**src/rtl/ps2_scan_receiver_if.sv**
```systemverilog
// Bundle of PS/2 line inputs and decoded scan-code outputs for ps2_scan_receiver.
// The slave modport is the receiver side; the master modport is the keyboard/consumer side.
interface ps2_scan_receiver_if;
    logic       ps2_clk;
    logic       ps2_data;
    logic [7:0] Cambio;
    logic       got_data;
    logic       extended;
    logic       key_released;
    logic       frame_err;

    modport slave (
        input  ps2_clk, ps2_data,
        output Cambio, got_data, extended, key_released, frame_err
    );

    modport master (
        output ps2_clk, ps2_data,
        input  Cambio, got_data, extended, key_released, frame_err
    );
endinterface

```
**src/rtl/ps2_scan_receiver.sv**
```systemverilog
// PS/2 device-to-host frame receiver with E0/F0 prefix decoding into one make-code strobe per press.
// Optional macro PS2_PARITY_CHECK_EN enables odd-parity checking of each frame.
module ps2_scan_receiver #(
    parameter int FILTER  = 8,
    parameter int TIMEOUT = 100000,
    parameter int TW      = 17
) (
    input  logic                 clk,
    input  logic                 rst,
    ps2_scan_receiver_if.slave   bus
);
    localparam int FW = $clog2(FILTER + 1);

    typedef enum logic [1:0] {S_IDLE, S_DATA, S_PARITY, S_STOP} state_t;

    state_t          r_state, w_state_nxt;
    logic            r_clk_s1, r_clk_s2, r_dat_s1, r_dat_s2;
    logic            r_filt, r_filt_d;
    logic [FW-1:0]   r_fcnt;
    logic [2:0]      r_bitcnt;
    logic [7:0]      r_shreg;
    logic [TW-1:0]   r_tcnt;
    logic            w_fe, w_frame_ok, w_frame_bad, w_par_ok;
    logic            r_vld_p0, r_err_p0;
    logic [7:0]      r_byte_p0;
    logic [7:0]      r_cambio_p1;
    logic            r_got_p1, r_ext_p1, r_rel_p1;
    logic            r_ext_pend, r_brk_pend;

    // Input conditioning: synchronizers and ps2_clk glitch filter
    always_ff @(posedge clk) begin
        if (rst) begin
            r_clk_s1 <= 1'b1;
            r_clk_s2 <= 1'b1;
            r_dat_s1 <= 1'b1;
            r_dat_s2 <= 1'b1;
            r_filt   <= 1'b1;
            r_filt_d <= 1'b1;
            r_fcnt   <= '0;
        end else begin
            r_clk_s1 <= bus.ps2_clk;
            r_clk_s2 <= r_clk_s1;
            r_dat_s1 <= bus.ps2_data;
            r_dat_s2 <= r_dat_s1;
            r_filt_d <= r_filt;
            if (r_clk_s2 != r_filt) begin
                if (r_fcnt == FW'(FILTER - 1)) begin
                    r_filt <= r_clk_s2;
                    r_fcnt <= '0;
                end else begin
                    r_fcnt <= r_fcnt + 1'b1;
                end
            end else begin
                r_fcnt <= '0;
            end
        end
    end

    assign w_fe = r_filt_d & ~r_filt;

`ifdef PS2_PARITY_CHECK_EN
    logic r_parity;
    always_ff @(posedge clk) begin
        if (w_fe && r_state == S_PARITY)
            r_parity <= r_dat_s2;
    end
    assign w_par_ok = ^{r_parity, r_shreg};
`else
    assign w_par_ok = 1'b1;
`endif

    // Frame FSM
    always_comb begin
        w_state_nxt = r_state;
        w_frame_ok  = 1'b0;
        w_frame_bad = 1'b0;
        case (r_state)
            S_IDLE:   if (w_fe && !r_dat_s2) w_state_nxt = S_DATA;
            S_DATA:   if (w_fe && r_bitcnt == 3'd7) w_state_nxt = S_PARITY;
            S_PARITY: if (w_fe) w_state_nxt = S_STOP;
            S_STOP: begin
                if (w_fe) begin
                    w_state_nxt = S_IDLE;
                    if (r_dat_s2 && w_par_ok) w_frame_ok  = 1'b1;
                    else                      w_frame_bad = 1'b1;
                end
            end
            default:  w_state_nxt = S_IDLE;
        endcase
        if (r_state != S_IDLE && !w_fe && r_tcnt == TW'(TIMEOUT)) begin
            w_state_nxt = S_IDLE;
            w_frame_bad = 1'b1;
        end
    end

    always_ff @(posedge clk) begin
        if (rst) begin
            r_state  <= S_IDLE;
            r_bitcnt <= '0;
            r_tcnt   <= '0;
        end else begin
            r_state <= w_state_nxt;
            if (w_fe && r_state == S_IDLE) r_bitcnt <= '0;
            else if (w_fe && r_state == S_DATA) r_bitcnt <= r_bitcnt + 1'b1;
            if (w_fe || r_state == S_IDLE) r_tcnt <= '0;
            else                           r_tcnt <= r_tcnt + 1'b1;
        end
    end

    always_ff @(posedge clk) begin
        if (w_fe && r_state == S_DATA)
            r_shreg <= {r_dat_s2, r_shreg[7:1]};
    end

    // Stage p0: frame result register
    always_ff @(posedge clk) begin
        if (rst) begin
            r_vld_p0 <= 1'b0;
            r_err_p0 <= 1'b0;
        end else begin
            r_vld_p0 <= w_frame_ok;
            r_err_p0 <= w_frame_bad;
        end
    end

    always_ff @(posedge clk) begin
        r_byte_p0 <= r_shreg;
    end

    // Stage p1: prefix decode
    always_ff @(posedge clk) begin
        if (rst) begin
            r_cambio_p1 <= 8'h00;
            r_got_p1    <= 1'b0;
            r_ext_p1    <= 1'b0;
            r_rel_p1    <= 1'b0;
            r_ext_pend  <= 1'b0;
            r_brk_pend  <= 1'b0;
        end else begin
            r_got_p1 <= 1'b0;
            r_rel_p1 <= 1'b0;
            if (r_err_p0) begin
                r_ext_pend <= 1'b0;
                r_brk_pend <= 1'b0;
            end else if (r_vld_p0) begin
                if (r_byte_p0 == 8'hE0) begin
                    r_ext_pend <= 1'b1;
                end else if (r_byte_p0 == 8'hF0) begin
                    r_brk_pend <= 1'b1;
                end else if (r_brk_pend) begin
                    r_rel_p1   <= 1'b1;
                    r_ext_pend <= 1'b0;
                    r_brk_pend <= 1'b0;
                end else begin
                    r_cambio_p1 <= r_byte_p0;
                    r_got_p1    <= 1'b1;
                    r_ext_p1    <= r_ext_pend;
                    r_ext_pend  <= 1'b0;
                end
            end
        end
    end

    assign bus.Cambio       = r_cambio_p1;
    assign bus.got_data     = r_got_p1;
    assign bus.extended     = r_ext_p1;
    assign bus.key_released = r_rel_p1;
    assign bus.frame_err    = r_err_p0;
endmodule

```
**src/flat_wrapper.sv**
```systemverilog
// flat-port wrapper written by rule: the top's interface ports become plain ports
module ps2_scan_receiver_flat 
#(
    parameter int FILTER  = 8,
    parameter int TIMEOUT = 100000,
    parameter int TW      = 17
)
  (clk, rst, bus_ps2_clk, bus_ps2_data, bus_Cambio, bus_got_data, bus_extended, bus_key_released, bus_frame_err);
  ps2_scan_receiver_if bus_i ();
  input  logic clk;
  input  logic rst;
  input wire logic [$bits(bus_i.ps2_clk)-1:0] bus_ps2_clk;
  input wire logic [$bits(bus_i.ps2_data)-1:0] bus_ps2_data;
  output wire logic [$bits(bus_i.Cambio)-1:0] bus_Cambio;
  output wire logic [$bits(bus_i.got_data)-1:0] bus_got_data;
  output wire logic [$bits(bus_i.extended)-1:0] bus_extended;
  output wire logic [$bits(bus_i.key_released)-1:0] bus_key_released;
  output wire logic [$bits(bus_i.frame_err)-1:0] bus_frame_err;
  assign bus_i.ps2_clk = bus_ps2_clk;
  assign bus_i.ps2_data = bus_ps2_data;
  assign bus_Cambio = bus_i.Cambio;
  assign bus_got_data = bus_i.got_data;
  assign bus_extended = bus_i.extended;
  assign bus_key_released = bus_i.key_released;
  assign bus_frame_err = bus_i.frame_err;
  ps2_scan_receiver #(.FILTER(FILTER), .TIMEOUT(TIMEOUT), .TW(TW)) u_core (.clk(clk), .rst(rst), .bus(bus_i));
endmodule
```
**config.mk**
```make
export PLATFORM = sky130hd
export DESIGN_NAME = ps2_scan_receiver_flat
export DESIGN_NICKNAME = d
export VERILOG_FILES = /design/src/rtl/ps2_scan_receiver_if.sv /design/src/rtl/ps2_scan_receiver.sv /design/src/flat_wrapper.sv
export SDC_FILE = /design/constraint.sdc
export NUM_CORES = 1
export LEC_CHECK = 0
export CAP_MARGIN = 25
export CORE_MARGIN = 2
export CORE_UTILIZATION = 45
export DETAILED_ROUTE_END_ITERATION = 8
export GPL_ROUTABILITY_DRIVEN = 0
export PLACE_DENSITY = 0.72
export SETUP_SLACK_MARGIN = 0.1
export SLEW_MARGIN = 20
export SYNTH_ARGS = -nofsm -noshare
export SYNTH_HDL_FRONTEND = slang
export SYNTH_SLANG_ARGS = --single-unit
```
**constraint.sdc**
```tcl
create_clock -name clk -period 2.18 [get_ports clk]
set_clock_uncertainty 0.15 [all_clocks]
set_input_delay 0.654 -clock clk [delete_from_list [all_inputs] [get_ports clk]]
set_output_delay 0.654 -clock clk [all_outputs]
set_load 0.01 [all_outputs]
```
==> results by group <==
Setup path
  – Crit end category: output pin
  – Worst path slowest cell: clkdlybuf4s50_1
  – Type of origin of the critical path: flip-flop
  – Worst path cell trace: clkdlybuf4s50_1
  – CP required: 1.38 ns
  – Setup Crit Path Kind: flip-flop to output pin
  – Worst r2r src: u_core.r_tcnt[3]
  – End of the critical path: bus_Cambio[2]
  – CP top delay family: buffers and inverters
  – Worst path depth: 1
  – RR Endpoint: u_core.r_tcnt[15]
  – Critical path fanouts, max: 2
  – CP max stage delay: 0.54 ns
  – Worst Path Arrival: 1.21 ns
  – R2R setup slack: 0.41 ns
  – Crit path launch: u_core.bus.Cambio[2]
  – Worst path bufs/invs: 1
  – FF-to-FF path depth: 4

Power and ir drop
  – Int Pwr: 1.75 mW
  – Leakage: 1.02 nW
  – Net Sw Frac: 0.229
  – Worst vdd ir: 0.475 mV
  – Flop pwr share: 0.525
  – Comb pwr share: 0.040
  – PD cells: 795 nW/um2
  – Psw: 0.519 mW
  – Clock Power Share: 0.435

Global routing
  – First-pass GRT wire length: 6720 um
  – GR Util All Layers: 0.145
  – Initial antenna violation count: 0
  – Total global routing overflow: 0
  – Largest net degree at the start of global routing: 17
  – Vias in the first global route: 1488

CTS
  – Root Buffer: clkbuf_8
  – Reg clk slew, reported paths: 0.07 ns
  – Hold Buf Count CTS: 0
  – Max clock buf depth: 2
  – CTS tree: yes
  – Clock H-tree levels: 3
  – CTS Buf Count: 9
  – CTS Sinks: 63
  – Clock Latency Late Sink: 0.33 ns

Yosys
  – Area contributors post-synth: dfxtp_1, edfxtp_1, nor2_1
  – Yosys reg bits: 63
  – Post-Synth Simple-Gate Area: 0.222
  – Post-synthesis mux area share: 0.0372
  – Count of cell types in the netlist: 39
  – Post-synthesis sequential area ratio: 0.554
  – Syn_nets: 242
  – Syn Area/Cell: 10.6 um2
  – Main combinational cell family by area after synthesis: simple AND/OR/NAND/NOR gates
  – Primary FF master, synth: dfxtp_1
  – Synthesized netlist cell count: 229
  – Synth Area in Adders: 0.0465
  – Mapped Area: 2420 um2
  – Compound-cell area share of the yosys netlist: 0.0600
  – Post-synth top area cell: dfxtp_1
  – EDFF count, synth: 8
  – Yosys warning count: 0
  – Yosys top cell area share: 0.455
  – Post-Synth XOR/XNOR Area: 0.0507
  – Async S/R FF share, synth: 0

Run
  – Max-Cap Viols: 0

Route
  – DRT antenna net count: 0
  – Detailed Route Iter0 Violations: 60
  – Via count: 1631
  – Vias per inst: 4.99
  – WL/cell: 12.0 um
  – Final wirelength: 3940 um
  – Drc violations: 0
  – First drt pass iteration count: 4

Cells and area
  – Final Instance Area: 2850 um2
  – # diodes: 0
  – Share of layout cells above drive strength 1: 0.117
  – Nets@finish: 265
  – P&R area growth vs syn: 17.9%
  – Most frequent cells in the layout: dfxtp_1, nor2_1, clkdlybuf4s50_1
  – Commonest non-fill, non-tap cell in the layout: dfxtp_1

Timing
  – RSZ-0062 raised after global routing: no
  – Final worst path period need: 2.02 ns
  – Setup_tns: 0 ns
  – Slew margin rel.: 0.697
  – Final worst-path cycle share: 0.925
  – Final Setup Violations: 0
  – Hold WS: 0.194 ns
  – Hold Fails Final Rpt: 0
  – Achievable Freq: 496 MHz
  – Final Slew Violations: 0
  – Worst Max-Slew Pin Slew: 0.448 ns

Floorplanning
  – # rows: 26
  – Core area: 5140 um2
  – Die H: 77.3 um
  – Initial core utilization: 0.471
  – Io pins: 16
  – Die area: 5980 um2
  – Die extent in x: 77.3 um

Outcome
  – Outcome: finished clean

Placed design
  – Final HPWL DP: 2670 um
  – # port buffers: 15
  – DP Area: 2660 um2

Worst hold path
  – Worst min path class: flip-flop to flip-flop
==> synthesized netlist by cell type (2+ instances only) <==
| cell | number |
|---|---|
| nor3b_1 | 3 |
| inv_1 | 7 |
| or3_1 | 6 |
| nor2_1 | 34 |
| o21ai_0 | 5 |
| nand3_1 | 7 |
| edfxtp_1 | 8 |
| and3b_1 | 2 |
| and2_1 | 3 |
| xor2_1 | 8 |
| mux2i_1 | 9 |
| a211o_1 | 2 |
| nor4bb_1 | 3 |
| a21oi_1 | 9 |
| dfxtp_1 | 55 |
| nand2_1 | 6 |
| a21o_1 | 2 |
| nor3_1 | 4 |
| or2_2 | 5 |
| clkbuf_1 | 7 |
| nand4_1 | 8 |
| and4_1 | 2 |
| ha_1 | 9 |
| xnor2_1 | 6 |
| nor2b_1 | 3 |
| a22oi_1 | 2 |
| and3_1 | 2 |
==> per-layer routing <==
layer | vias to the layer above | routed length [um] | track usage
li1 | 846 | - | -
met1 | 757 | 1980 | 0.180
met2 | 22 | 1770 | 0.217
met3 | 6 | 122 | 0.0442
met4 | 0 | 62 | 0.0964
met5 | - | 0 | 0
==> power groups by stage <==
stage / sequential, mW / clock [mW] / combinational, mW
finish: 1.19 / 0.986 / 0.0909
global route: 1.19 / 1.07 / 0.102
CTS: 1.19 / 1.02 / 0.0931
detailed placement: 1.22 / 0 / 0.0930
global placement: 1.22 / 0 / 0.0904
floorplan: 1.21 / 0 / 0.0671
==> layout make-up <==
type                       count  area (um2)
fill                         490        2290
sequential                    63        1340
multi-input combinational    150        1010
timing repair buffer          21         194
clock buffer                   9         124
tap                           70        87.6
clock inverter                 7        72.6
inverter                       7        26.3
==> flip-flops by register name, indices dropped and copies added (netlist names), 2 cells and up <==
register           flops
u_core.r_tcnt         17
u_core.bus.Cambio      8
u_core.r_byte_p0       8
u_core.r_shreg         8
u_core.r_fcnt          4
u_core.r_bitcnt        3
u_core.r_state         2
==> per-stage QoR <==
step           instances   util  setup slack, ns  power [mW]
2_1_floorplan        229      -            0.354        1.28
4_1_cts              327  0.555            0.133        2.30
5_1_grt              327  0.555            0.112        2.36
3_3_place_gp         311  0.517            0.115        1.31
6_report             327  0.555            0.163        2.27
3_5_place_dp         311  0.517           0.0819        1.31
==> worst min-delay path by stage <==
stage,start,slack [ns],to,cells past startpoint
floorplan,u_core.r_shreg[0],0.17,u_core.r_byte_p0[0],0
global placement,u_core.r_shreg[0],0.18,u_core.r_byte_p0[0],0
detailed placement,u_core.r_shreg[0],0.18,u_core.r_byte_p0[0],0
CTS,u_core.r_shreg[0],0.20,u_core.r_byte_p0[0],0
global route,u_core.r_shreg[0],0.22,u_core.r_byte_p0[0],0
finish,u_core.r_shreg[0],0.19,u_core.r_byte_p0[0],0
==> timing repair <==
| item | CTS | global route |
|---|---|---|
| gates resized for setup | 1 | 0 |
| endpoints found under the setup margin | 1 | 0 |
| buffers inserted | 0 | 0 |
==> kinds of logic (layout without fill, tap and decap cells) <==
kind of cell,count (synthesis),after routing
xor+xnor,14,14
mux,9,9
simple gates,95,95
fa+ha+maj,9,9
buf+inv,16,44
flops,63,63
compound gates,23,23
No activity file was read; power rests on OpenSTA's default activity.
